### config.mk
export PLATFORM = sky130hd
export DESIGN_NAME = button_conditioner
export DESIGN_NICKNAME = d
export VERILOG_FILES = /design/src/rtl/button_conditioner.sv
export SDC_FILE = /design/constraint.sdc
export NUM_CORES = 1
export LEC_CHECK = 0
export BUFFER_PORTS_ARGS = -buffer_cell sky130_fd_sc_hd__buf_2
export CAP_MARGIN = 25
export CORE_MARGIN = 2
export CORE_UTILIZATION = 57
export DETAILED_ROUTE_END_ITERATION = 10
export HOLD_SLACK_MARGIN = 0.02
export PLACE_DENSITY = 0.76
export REMOVE_ABC_BUFFERS = 1
export SETUP_SLACK_MARGIN = 0.05
export SLEW_MARGIN = 15
export SYNTH_ARGS = -nofsm -noshare
export SYNTH_HDL_FRONTEND = slang
export SYNTH_SLANG_ARGS = --single-unit
### constraint.sdc
create_clock -name clk_25MHz -period 3.7 [get_ports clk_25MHz]
set_input_delay 0.74 -clock clk_25MHz [delete_from_list [all_inputs] [get_ports clk_25MHz]]
set_output_delay 0.74 -clock clk_25MHz [all_outputs]
set_load 0.005 [all_outputs]
### src/rtl/button_conditioner.sv
// Conditions three raw pushbuttons into single-cycle game commands:
// synchronise, debounce, then left/right auto-repeat with conflict lockout.

module button_debounce #(
  parameter int DEBOUNCE_CYCLES = 250000
) (
  input  logic clk,
  input  logic rst,
  input  logic raw,
  output logic stable,
  output logic stable_next
);

  localparam logic [23:0] CNT_LAST = 24'(DEBOUNCE_CYCLES - 1);

  logic        s1;
  logic        s2;
  logic [23:0] cnt;
  logic [23:0] cnt_next;

  always_ff @(posedge clk or posedge rst) begin
    if (rst) begin
      s1     <= 1'b0;
      s2     <= 1'b0;
      stable <= 1'b0;
      cnt    <= '0;
    end else begin
      s1     <= raw;
      s2     <= s1;
      stable <= stable_next;
      cnt    <= cnt_next;
    end
  end

  // stable_next is exported so the consumer can register its pulse on the
  // same edge that the debounced level changes.
  always_comb begin
    stable_next = stable;
    cnt_next    = '0;
    if (s2 != stable) begin
      if (cnt == CNT_LAST) begin
        stable_next = s2;
      end else begin
        cnt_next = cnt + 24'd1;
      end
    end
  end

endmodule

module button_conditioner #(
  parameter int DEBOUNCE_CYCLES = 250000,
  parameter int REPEAT_DELAY    = 10000000,
  parameter int REPEAT_PERIOD   = 3750000
) (
  input  logic       clk_25MHz,
  input  logic       rst,
  input  logic       btn_left_raw,
  input  logic       btn_right_raw,
  input  logic       btn_drop_raw,
  output logic       move_left,
  output logic       move_right,
  output logic       drop_piece,
  output logic [1:0] move_state
);

  localparam logic [23:0] REP_LAST   = 24'(REPEAT_DELAY - 1);
  localparam logic [23:0] REP_RELOAD = 24'(REPEAT_DELAY - REPEAT_PERIOD);

  typedef enum logic [1:0] {
    IDLE     = 2'd0,
    HOLD_L   = 2'd1,
    HOLD_R   = 2'd2,
    CONFLICT = 2'd3
  } move_state_t;

  logic left_stable;
  logic left_next;
  logic right_stable;
  logic right_next;
  logic drop_stable;
  logic drop_next;

  button_debounce #(.DEBOUNCE_CYCLES(DEBOUNCE_CYCLES)) u_left (
    .clk         (clk_25MHz),
    .rst         (rst),
    .raw         (btn_left_raw),
    .stable      (left_stable),
    .stable_next (left_next)
  );

  button_debounce #(.DEBOUNCE_CYCLES(DEBOUNCE_CYCLES)) u_right (
    .clk         (clk_25MHz),
    .rst         (rst),
    .raw         (btn_right_raw),
    .stable      (right_stable),
    .stable_next (right_next)
  );

  button_debounce #(.DEBOUNCE_CYCLES(DEBOUNCE_CYCLES)) u_drop (
    .clk         (clk_25MHz),
    .rst         (rst),
    .raw         (btn_drop_raw),
    .stable      (drop_stable),
    .stable_next (drop_next)
  );

  move_state_t state;
  move_state_t state_next;
  logic [23:0] rep_cnt;
  logic [23:0] rep_next;
  logic        left_pulse;
  logic        right_pulse;

  assign move_state = state;

  always_ff @(posedge clk_25MHz or posedge rst) begin
    if (rst) begin
      state      <= IDLE;
      rep_cnt    <= '0;
      move_left  <= 1'b0;
      move_right <= 1'b0;
      drop_piece <= 1'b0;
    end else begin
      state      <= state_next;
      rep_cnt    <= rep_next;
      move_left  <= left_pulse;
      move_right <= right_pulse;
      drop_piece <= drop_next & ~drop_stable;
    end
  end

  // Both buttons held always wins; a button still held when the conflict
  // clears must be released and re-pressed before it moves again.
  always_comb begin
    state_next  = state;
    rep_next    = rep_cnt;
    left_pulse  = 1'b0;
    right_pulse = 1'b0;
    if (left_next && right_next) begin
      state_next = CONFLICT;
      rep_next   = '0;
    end else begin
      case (state)
        IDLE: begin
          rep_next = '0;
          if (left_next && !left_stable) begin
            state_next = HOLD_L;
            left_pulse = 1'b1;
          end else if (right_next && !right_stable) begin
            state_next  = HOLD_R;
            right_pulse = 1'b1;
          end
        end
        HOLD_L: begin
          if (!left_next) begin
            state_next = IDLE;
            rep_next   = '0;
          end else if (rep_cnt == REP_LAST) begin
            left_pulse = 1'b1;
            rep_next   = REP_RELOAD;
          end else begin
            rep_next = rep_cnt + 24'd1;
          end
        end
        HOLD_R: begin
          if (!right_next) begin
            state_next = IDLE;
            rep_next   = '0;
          end else if (rep_cnt == REP_LAST) begin
            right_pulse = 1'b1;
            rep_next    = REP_RELOAD;
          end else begin
            rep_next = rep_cnt + 24'd1;
          end
        end
        default: begin
          rep_next = '0;
          if (!left_next && !right_next) begin
            state_next = IDLE;
          end
        end
      endcase
    end
  end

endmodule

* Word-level counts from Yosys, hierarchy flattened
Cells that the tools add are included.
Word-level totals: register bits after elaboration 110, bits of input ports 5, output and inout bits 5, logic and storage cells 80
Cells by class: add/sub/neg operators 4, eq/ne operators 12, muxes and demuxes 34, bitwise logic cells 2, reduce and logical (&&, ||, !) cells 11
Operators with widths (count):
- $mux W24 | 10
- $add A24 B1 Y24 const B | 4
- $eq A24 B18 Y1 const B | 3
- $pmux W24 S2 | 1
- $eq A24 B24 Y1 const B | 1
- $mux W1 | 14
- $mux W2 | 6
- $ne A3 B3 Y1 const B | 2
- $pmux W2 S3 | 1
- $reduce_bool A5 Y1 | 1
- $logic_and A1 B1 Y1 | 4
- $logic_not A1 Y1 | 4
- $ne A4 B4 Y1 const B | 1
- $pmux W1 S2 | 2
- $reduce_and A4 Y1 | 1
- $ne A1 B1 Y1 | 3
- $eq A2 B1 Y1 const B | 1
- $eq A2 B2 Y1 const B | 1
- $logic_not A2 Y1 | 1
- $and A1 B1 Y1 | 1
- $not A1 Y1 | 1

* Logic depth before layout (Yosys ltp)
Gate-level depths: netlist of the first run.
depth in word-level cells 8, gate-level depth with buffers 11, depth with buffers taken out 10

* Modules after synthesis
From an unflattened synthesis of the first run, not the netlist that was laid out.
Second synthesis, totals: cell total of the unflattened synthesis 596, area, all modules 5726.7 µm²
By module, submodules not included:
- button_debounce | instances 3, cells an instance 140, area an instance 1356.3 µm²
- button_conditioner | instances 1, cells an instance 176, area an instance 1657.8 µm²

* Worst setup path before layout of the first run
No wires, ideal clock.
path type reg2reg, from reg u_right.cnt[0], to reg rep_cnt[1], library setup time 0.088 ns, arrival 2.736 ns, required time 3.612 ns, path slack 0.876 ns, cell stages (with the launch flop) 12, path buffers 2, period minus slack after synthesis 2.824 ns, path through dfrtp_1 > ha_1 > nand3_1 > nand4b_1 > nor4_2 > mux2_2 > ha_1 > nand2b_1 > clkbuf_1 > or2_2 > buf_6 > nor3b_1
On the way: word-level cells in the longest chain between the ends 6, elaborated cells between the ends (all ways) 7, those cells by class 1 x eq/ne; 5 x mux; 1 x reduce/logical
RTL lines:
- start: declaration | line 18 | logic [23:0] cnt;
- start signal: assignment | line 31 | cnt <= cnt_next;
- $eq A24 B18 Y1 * | line 41 | if (cnt == CNT_LAST) begin
- $mux W1 * | line 41
- $mux W1 * | line 40 | if (s2 != stable) begin
- named net right_next | line 80 | logic right_next;
- $mux W24 | line 167 | if (!right_next) begin
- $pmux W24 S2 | line 144 | case (state)
- $mux W24 * | line 140 | if (left_next && right_next) begin
- named net rep_next[1] | line 111 | logic [23:0] rep_next;
- end signal: assignment | line 126 | rep_cnt <= rep_next;
- end: declaration | line 110 | logic [23:0] rep_cnt;
The timed path passes the listed nets; every way through them passes the cells marked *. A chain may end at the register's enable or synchronous reset.

* Worst setup path after layout of the first run
from reg u_right.cnt[0], to reg state[1] (netlist: move_state[1])
On the way: word-level cells in the longest chain between the ends 7, elaborated cells between the ends (all ways) 13, those cells by class 4 x eq/ne; 3 x mux; 6 x reduce/logical
RTL lines:
- $eq A24 B18 Y1 * | line 41
- $mux W1 * | line 41
- $mux W1 * | line 40
- named net right_next | line 80
- $logic_not A1 Y1 | line 179 | if (!left_next && !right_next) begin
- $logic_and A1 B1 Y1 | line 179
- $reduce_bool A5 Y1 (no line)
- $reduce_and A4 Y1 (no line)
- end signal: assignment | line 125 | state <= state_next;
- end: declaration | line 108 | move_state_t state;
Marks and branches as above.

==> results of run 1 <==
## sequential cells by signal, summed over array words and instances, names as in the netlist, 2 cells and up
name	cells
rep_cnt	24
move_state	2
u_left.cnt	24
u_right.cnt	24
u_drop.cnt	24
## per-layer routing
metal,vias to the layer above,wire (µm),share of wire
li1,1856,-,-
met1,1815,4480,0.48
met2,47,4490,0.48
met3,6,302,0.032
met4,0,58,0.0062
met5,-,0,0
## through the flow
step	utilization	std cells
final	0.634	682
after global routing	0.634	682
after CTS	0.632	681
after detailed placement	0.607	665
after global placement	0.607	665
after floorplan	-	523
## cell usage after synthesis, drive strengths merged, types with 3 or more instances
library cell  count
dfrtp           110
nor2            100
xor2             48
xnor2            38
nand3            36
nor3             31
nand2            28
nand4            25
inv              17
and3             14
nor4             11
ha               10
buf               9
a21oi             7
or3               5
and4              4
clkbuf            4
nor3b             4
o21ai             4
mux2              3
nand2b            3
nand3b            3
nor2b             3
nor4b             3
## cell families after synthesis
logic type	Yosys count	share of synthesized area
buffers and inverters	30	0.0271
XOR/XNOR	86	0.138
flip-flops	110	0.505
multiplexers	3	0.00689
AND/OR/NAND/NOR	279	0.277
adder cells (fa/ha/maj)	10	0.0230
AO/OA/AOI/OAI	18	0.0227
## power breakdown
group          internal (mW)  switching, mW
Clock                  0.405          0.396
Combinational         0.0141         0.0418
Sequential              1.21        0.00994
Total                   1.63          0.448
## final cells by class
cell class,count,share of cell area
clock buffers,10,0.0235
repair buffers,14,0.0162
flip-flops and latches,110,0.470
multi-input cells,396,0.435
inverters,17,0.0113
clock inverters,6,0.0160
well taps,129,0.0276
## how the worst max path moves through the flow
stage / end / cells past startpoint / start / slack, ps
4_1_cts: move_state[1]$_DFFE_PP0P_ / 10 / u_right.cnt[0]$_DFF_PP0_ / 750
6_report: move_state[1]$_DFFE_PP0P_ / 10 / u_right.cnt[0]$_DFF_PP0_ / 750
2_1_floorplan: drop_piece$_DFF_PP0_ / 1 / rst / 60
3_3_place_gp: move_state[1]$_DFFE_PP0P_ / 10 / u_right.cnt[0]$_DFF_PP0_ / 880
3_5_place_dp: move_state[1]$_DFFE_PP0P_ / 10 / u_right.cnt[0]$_DFF_PP0_ / 770
5_1_grt: move_state[1]$_DFFE_PP0P_ / 10 / u_right.cnt[0]$_DFF_PP0_ / 560
==> results.json, run 1 <==
{
  "insertion_delay_ps": 360,
  "area_growth_pct": 7.46,
  "synth_area_um2": 5450,
  "power.leakage_nw": 2.45,
  "initial_core_util": 0.590,
  "yosysSeqAreaShare": 0.505,
  "hold_viol_final": 0,
  "tightest_slew_ps": 882,
  "post_cts_resized": 0,
  "io-pin-count": 10,
  "die_area_um2": 10400,
  "critPathTopFamily": "simple AND/OR/NAND/NOR gates",
  "r2r-start": "u_right.cnt[0]$_DFF_PP0_",
  "yosys_warnings": 0,
  "pre_cts_ws_ps": 775,
  "grt_max_degree": 87,
  "cp_slowest_stage_delay_ps": 450,
  "yosysTopAreaCellShare": 0.505,
  "min_path_cells": 0,
  "final_nets": 563,
  "path_max_fanout": 6,
  "grtUsageMet3": 0.0545,
  "clk_path_buf_depth": 2,
  "path_clk_slew_ps": 100,
  "drt-total-wl_um": 9330,
  "hold_start": "u_left.s1$_DFF_PP0_",
  "insertedDiodeCount": 0,
  "worst-endpoint-required_ps": 3940,
  "grt-busiest-layer": "met2",
  "setup_violations": 0,
  "fill_cells": 733,
  "final_common_cell": "dfrtp_1",
  "ys.flop_type": "dfrtp_1",
  "core-area_um2": 9240,
  "post-route-cell-area_um2": 5860,
  "gp_congestion": 0.800,
  "chipHeight_um": 102,
  "slew_violations": 0,
  "drv_cap": 0,
  "dr.pass1.iters": 4,
  "row_count": 35,
  "setup_tns_ps": 0,
  "relSlewSlack": 0.412,
  "vias_per_cell": 5.46,
  "wl_per_cell_um": 13.7,
  "ys_top_cells_by_area": "dfrtp_1 51%, xor2_1 7.7%, nor2_1 6.8%, xnor2_1 6.1%, nor3_2 3.9%",
  "rrSetupSlack_ps": 750,
  "layout_common_cells": "110 x dfrtp_1, 99 x nor2_1, 48 x xor2_1",
  "vdd.ir_drop.worst_uv": 196,
  "finalCritPeriodShare": 0.796,
  "ys_seq_elements": 110,
  "clock-root-buffer": "clkbuf_8",
  "critical_path_arrival_ps": 3180,
  "total_power_mw": 2.08,
  "synth_area_leader_cell": "dfrtp_1",
  "dieWidth_um": 102,
  "r2r-end": "move_state[1]$_DFFE_PP0P_",
  "vias": 3724,
  "crit_path_end_kind": "register",
  "crit_buf_inv": 0,
  "tritoncts": "done",
  "place_area_um2": 5610,
  "clock_skew_ps": 14.5,
  "numPortBuffers": 9,
  "cp_common_cell": "ha_1",
  "slowest_stage": "mux2_2",
  "reg2reg_depth": 10,
  "power_density_nw_per_um2": 355,
  "clock_sinks": 110,
  "finalWorstSetupSlack_ps": 753,
  "seq_area_um2": 2750,
  "criticalPathCategory": "reg -> reg",
  "grt_use_met1": 0.262,
  "grt_pass1_wl_um": 16400,
  "fin_crit_ps": 2950,
  "multi_input_area_um2": 2550,
  "grt_pass1_vias": 3665,
  "fmax_ghz": 0.339,
  "antenna_found_initial": 0,
  "ant_nets": 0,
  "grt_util_met2": 0.322,
  "syn_inst": 536,
  "status": "complete, no violations",
  "crit_chain": "ha_1 -> nand3_1 -> nand4b_1 -> nor4_2 -> mux2_2 -> ha_1 -> nor3b_1 -> a221o_1 -> a211oi_1 -> a221oi_1",
  "ys_async_sr_fraction": 1.00,
  "hp-class": "reg -> reg",
  "min_to": "u_left.s2$_DFF_PP0_",
  "place_hpwl_um": 6320,
  "avgSynthCellArea_um2": 10.2,
  "cts-htree-levels": 3,
  "cts_buffers": 9,
  "critPathLaunchType": "register",
  "post_cts_buffers": 0,
  "synth_edf_count": 0,
  "worst_hold_slack_ps": 378,
  "ys_types": 45,
  "ctsHoldBuffers": 0,
  "drc": 0,
  "track_usage": 0.196,
  "drt_iter0_drc": 91,
  "drive_gt1_frac": 0.112,
  "grt-ovfl-total": 0,
  "rsz0062_at_grt": "false"
}
No activity file was read; power rests on OpenSTA's default activity.
==> run 2, diff against run 1 <==
- clock period: 3.7 -> 2.5 ns (I/O delays scaled with it)
==> run 2 against run 1 <==
Effect of this change: the run now ends with setup timing left; die area is the same; sequential share of layout area decreased by 3.3 points; maximum frequency rose by 16%; utilization rose by 4.8 points; worst setup slack worse by 800 ps; cell count rose by 6.9%; global-route usage up 2.5 points; critical path type unchanged.
==> results.json, run 2 (synthesis results as in run 1) <==
{
  "rsz0062_at_grt": "true",
  "fin_crit_ps": 2540,
  "chipHeight_um": 102,
  "place_hpwl_um": 6920,
  "final_core_util": 0.681,
  "pre_cts_ws_ps": -146,
  "area_growth_pct": 15.5,
  "crit_path_end_kind": "register",
  "r2r-start": "u_right.cnt[20]$_DFF_PP0_",
  "vias": 3908,
  "die_area_um2": 10400,
  "grt_pass1_vias": 3988,
  "final_common_cell": "dfrtp_1",
  "tritoncts": "done",
  "fill_cells": 704,
  "io-pin-count": 10,
  "drive_gt1_frac": 0.198,
  "clock_sinks": 110,
  "endpoint": "move_state[1]$_DFFE_PP0P_",
  "drc": 0,
  "ant_nets": 0,
  "path_max_fanout": 4,
  "relSlewSlack": 0.616,
  "slowest_stage": "dfrtp_1",
  "crit_chain": "nor4_2 -> nand4b_1 -> nor4_4 -> mux2_4 -> buf_6 -> ha_1 -> a221o_1 -> a211oi_2 -> a221oi_2",
  "power.leakage_nw": 2.74,
  "gp_congestion": 0.823,
  "antenna_found_initial": 0,
  "fmax_ghz": 0.393,
  "layout_common_cells": "110 x dfrtp_1, 99 x nor2_1, 48 x xor2_1, 48 x buf_4, 38 x xnor2_1",
  "drt-total-wl_um": 10400,
  "critical_path_arrival_ps": 2800,
  "r2r-end": "move_state[1]$_DFFE_PP0P_",
  "clock-root-buffer": "clkbuf_8",
  "grt_max_degree": 76,
  "status": "finished, violations left",
  "initial_core_util": 0.590,
  "critPathLaunchType": "register",
  "dieWidth_um": 102,
  "final_nets": 610,
  "grt-ovfl-total": 0,
  "wl_per_cell_um": 14.2,
  "row_count": 35,
  "setup_violations": 2,
  "worst-endpoint-required_ps": 2750,
  "insertion_delay_ps": 370,
  "cp_slowest_stage_delay_ps": 400,
  "vdd.ir_drop.worst_uv": 426,
  "core-area_um2": 9240,
  "tightest_slew_ps": 572,
  "total_power_mw": 2.97,
  "violations": "setup timing",
  "clock_skew_ps": 9.28,
  "drv_cap": 0,
  "grt_pass1_wl_um": 18100,
  "dr.pass1.iters": 4,
  "vias_per_cell": 5.36,
  "power_density_nw_per_um2": 472,
  "numPortBuffers": 9,
  "finalCritPeriodShare": 1.02,
  "slew_violations": 0,
  "reg2reg_depth": 9,
  "path_clk_slew_ps": 90,
  "rrSetupSlack_ps": -40,
  "hold_viol_final": 0,
  "track_usage": 0.221,
  "cts_buffers": 9,
  "worst_hold_slack_ps": 200,
  "insertedDiodeCount": 0,
  "drt_iter0_drc": 120,
  "cts-htree-levels": 3,
  "startpoint": "u_right.cnt[20]$_DFF_PP0_",
  "hp-class": "in -> async",
  "finalWorstSetupSlack_ps": -44.4,
  "clk_path_buf_depth": 2,
  "criticalPathCategory": "reg -> reg",
  "ctsHoldBuffers": 0
}
[run 2: cell types whose count changed in the layout (fill, tap and decap cells not counted), sizes merged]
cell	delta
inv	-1
buf	+46
clkinv	-1
or2	+1
clkbuf	+3
bufinv	-1
[run 2: layout make-up]
class,instances,area [µm²],share of cell area
Multi-Input combinational cell,397,2660,0.422
Timing Repair Buffer,60,457,0.0725
Inverter,17,66.3,0.0105
Tap cell,129,161,0.0256
Sequential cell,110,2750,0.437
Clock inverter,3,42.5,0.00676
Clock buffer,13,159,0.0252
[run 2: worst min-delay path by stage]
stage                                 endpoint  slack, ps                 start
after CTS                 rep_cnt[2]$_DFF_PP0_        200                   rst
after global routing      u_right.s1$_DFF_PP0_        210         btn_right_raw
after floorplan            u_drop.s2$_DFF_PP0_        330   u_drop.s1$_DFF_PP0_
after global placement    u_right.s2$_DFF_PP0_        330  u_right.s1$_DFF_PP0_
final                     rep_cnt[9]$_DFF_PP0_        200                   rst
after detailed placement   u_drop.s2$_DFF_PP0_        340   u_drop.s1$_DFF_PP0_
[run 2: per-stage QoR]
stage	setup TNS (ps)	std cells	area (µm²)
global placement	-109	708	5950
finish	-57.4	729	6300
CTS	-117	727	6250
detailed placement	-365	708	5950
global route	-289	729	6300
floorplan	-105990	523	5370
[run 2: what timing repair did]
action,in CTS,in global routing
setup endpoints to repair,11,26
resized for setup,13,5
cloned,0,1
pin swaps,7,6
endpoints found under the hold margin,0,0
buffers inserted,3,1
[run 2: power by group]
part	leakage (nW)	switching, mW	internal (mW)
combinational	1.12	0.0684	0.0299
clock	0.0996	0.551	0.517
sequential	1.52	0.0123	1.79
[run 2: metal layers]
metal	share of wire	routed length, µm	track usage
met4	0.014	148	0.0655
met5	0	0	0
met1	0.46	4820	0.285
met3	0.022	223	0.0469
met2	0.50	5180	0.374
[run 2: worst max-delay path, delay by kind of cell (launching register included)]
kind / cells / cell delay [ps]
multiplexers: 1 / 360
AO/OA/AOI/OAI: 3 / 630
buffers and inverters: 1 / 130
adder cells (fa/ha/maj): 1 / 180
AND/OR/NAND/NOR: 3 / 720
flip-flops: 1 / 400
==> run 3, diff against run 2 <==
- ABC_AREA: default -> 1
==> run 3 against run 2 <==
Effect of this change: the flow now finishes without violations; non-clock buffer count shrank 39; final area grew 13%; first-iteration DRC count grew to 3.8 times the previous value; synthesized area grew 19%; sequential share of layout area shrank 5.1 points; clock skew shrank 2.4 ps; count of clock-buffer cells in the layout grew 1.
==> results.json, run 3 <==
{
  "drv_cap": 0,
  "synth_area_um2": 6480,
  "final_nets": 933,
  "instances_no_fill": 1063,
  "seq_power_share": 0.525,
  "core-area_um2": 11000,
  "synth_edf_count": 0,
  "path_clk_slew_ps": 70,
  "row_count": 38,
  "clk_path_buf_depth": 2,
  "worst-endpoint-required_ps": 2750,
  "place_area_um2": 6750,
  "place_inst": 1043,
  "critical_path_arrival_ps": 2550,
  "clock_skew_ps": 6.85,
  "tritoncts": "done",
  "ys_top_cells_by_area": "dfrtp_1 42%, nor2_1 11%, nand2_1 11%, inv_1 7.1%, xor2_1 5.0%",
  "vdd.ir_drop.worst_uv": 419,
  "grt_max_degree": 48,
  "synth_area_leader_cell": "dfrtp_1",
  "ys_async_sr_fraction": 1.00,
  "chipHeight_um": 111,
  "power_density_nw_per_um2": 483,
  "drc": 0,
  "post-route-cell-area_um2": 7130,
  "fmax_ghz": 0.435,
  "fin_crit_ps": 2300,
  "yosysSeqAreaShare": 0.425,
  "drive_gt1_frac": 0.0932,
  "switching_share": 0.213,
  "avgSynthCellArea_um2": 7.27,
  "insertion_delay_ps": 360,
  "grt_pass1_wl_um": 23900,
  "fill_cells": 980,
  "relSlewSlack": 0.458,
  "p_switching_mw": 0.735,
  "place_hpwl_um": 10300,
  "yosys-top-cells-count": "191 x nor2_1, 185 x nand2_1, 122 x inv_1",
  "cts-htree-levels": 3,
  "cts_buffers": 9,
  "ctsHoldBuffers": 0,
  "rsz0062_at_grt": "false",
  "ys_seq_elements": 110,
  "dr.pass1.iters": 5,
  "drt-total-wl_um": 14000,
  "hp-class": "in -> async",
  "total_power_mw": 3.45,
  "antenna_found_initial": 0,
  "criticalPathCategory": "reg -> reg",
  "layout_common_cells": "191 x nor2_1, 185 x nand2_1, 121 x inv_1",
  "intPower_mw": 2.71,
  "syn_inst": 891,
  "die_area_um2": 12200,
  "drt_iter0_drc": 457,
  "insertedDiodeCount": 0,
  "numPortBuffers": 9,
  "initial_core_util": 0.590,
  "yosysTopAreaCellShare": 0.425,
  "ys.flop_type": "dfrtp_1",
  "area_growth_pct": 10.1,
  "grt-ovfl-total": 0,
  "vias": 5601,
  "hold_viol_final": 0,
  "path_max_fanout": 5,
  "finalCritPeriodShare": 0.920,
  "setup_tns_ps": 0,
  "critPathLaunchType": "register",
  "power.leakage_nw": 3.26,
  "io-pin-count": 10,
  "grt_pass1_vias": 5105,
  "slew_violations": 0,
  "tightest_slew_ps": 808,
  "clock_sinks": 110,
  "status": "complete, no violations",
  "setup_violations": 0,
  "pre_cts_ws_ps": 15.4,
  "yosys_warnings": 0,
  "gp_congestion": 0.998,
  "reg2reg_depth": 13,
  "worst_hold_slack_ps": 210,
  "vias_per_cell": 5.27,
  "clkPwrFrac": 0.444,
  "final_core_util": 0.649,
  "finalWorstSetupSlack_ps": 199,
  "wl_per_cell_um": 13.2,
  "crit_path_end_kind": "register",
  "combPwrFrac": 0.030,
  "track_usage": 0.237,
  "final_common_cell": "nor2_1",
  "synth.most_common_cell": "nor2_1",
  "ys_types": 37,
  "clock-root-buffer": "clkbuf_16",
  "ant_nets": 0,
  "dieWidth_um": 111
}
[run 3: cell count changes after synthesis, sizes merged, moves of 14 or more]
cell   before  now
and3       14    0
xnor2      38    7
nor3       31   53
nand3      36   67
inv        17  127
nand2      28  192
nor2      100  207
[run 3: area by class of cell]
type / count / area [µm²] / share of cell area
inverter: 128 / 483 / 0.0677
tap: 140 / 175 / 0.0246
timing repair buffer: 21 / 148 / 0.0207
multi-input combinational: 648 / 3250 / 0.456
clock inverter: 2 / 37.5 / 0.00526
sequential: 110 / 2750 / 0.386
clock buffer: 14 / 284 / 0.0398
[run 3: kinds of logic after synthesis]
kind of cell    synth area share
fa+ha+maj                 0.0193
simple gates               0.391
flops                      0.425
compound gates            0.0267
xor+xnor                  0.0595
buf+inv                   0.0784
[run 3: power groups by stage]
stage | logic [mW] | clock network (mW) | registers, mW
after detailed placement | 0.104 | 0 | 1.84
after floorplan | 0.0681 | 0 | 1.84
final | 0.105 | 1.53 | 1.81
after CTS | 0.104 | 1.56 | 1.81
after global routing | 0.123 | 1.65 | 1.81
after global placement | 0.103 | 0 | 1.84
[run 3: worst paths after layout]
| path | from | endpoint | slack (ps) |
|---|---|---|---|
| max | u_left.cnt[0]$_DFF_PP0_ | move_state[0]$_DFFE_PP0P_ | 200 |
| min | rst | u_drop.cnt[1]$_DFF_PP0_ | 210 |
| max reg2reg | u_left.cnt[0]$_DFF_PP0_ | move_state[0]$_DFFE_PP0P_ | 200 |
| min reg2reg | u_drop.s1$_DFF_PP0_ | u_drop.s2$_DFF_PP0_ | 350 |
| max in group asynchronous | rst | u_left.cnt[11]$_DFF_PP0_ | 1580 |
| min in group clk_25MHz | btn_drop_raw | u_drop.s1$_DFF_PP0_ | 250 |
[run 3: repair_timing]
action / CTS / global route
pin swaps: 0 / 3
gates resized for setup: 1 / 5
cloned: 0 / 0
endpoints found under the setup margin: 2 / 3
setup buffers: 0 / 4
hold endpoints to repair: 0 / 0
[run 3: critical path: stages (launching register included)]
cell	delay (ps)
dfrtp_1	440
ha_4	190
nand3_4	110
nor2_1	170
nand4_1	180
nand2_1	150
inv_1	90
ha_1	270
nand2_1	60
nor2_1	40
a221oi_2	260
nand2_1	120
nand2_1	70
nand2_1	40
[run 3: routing by layer]
metal  global-route usage  part of all wire  up-vias
met2                0.364              0.45      146
met4               0.0583             0.012        0
met1                0.341              0.48     2575
met3               0.0571             0.054       18
li1                     -                 -     2862
met5                    0                 0        -
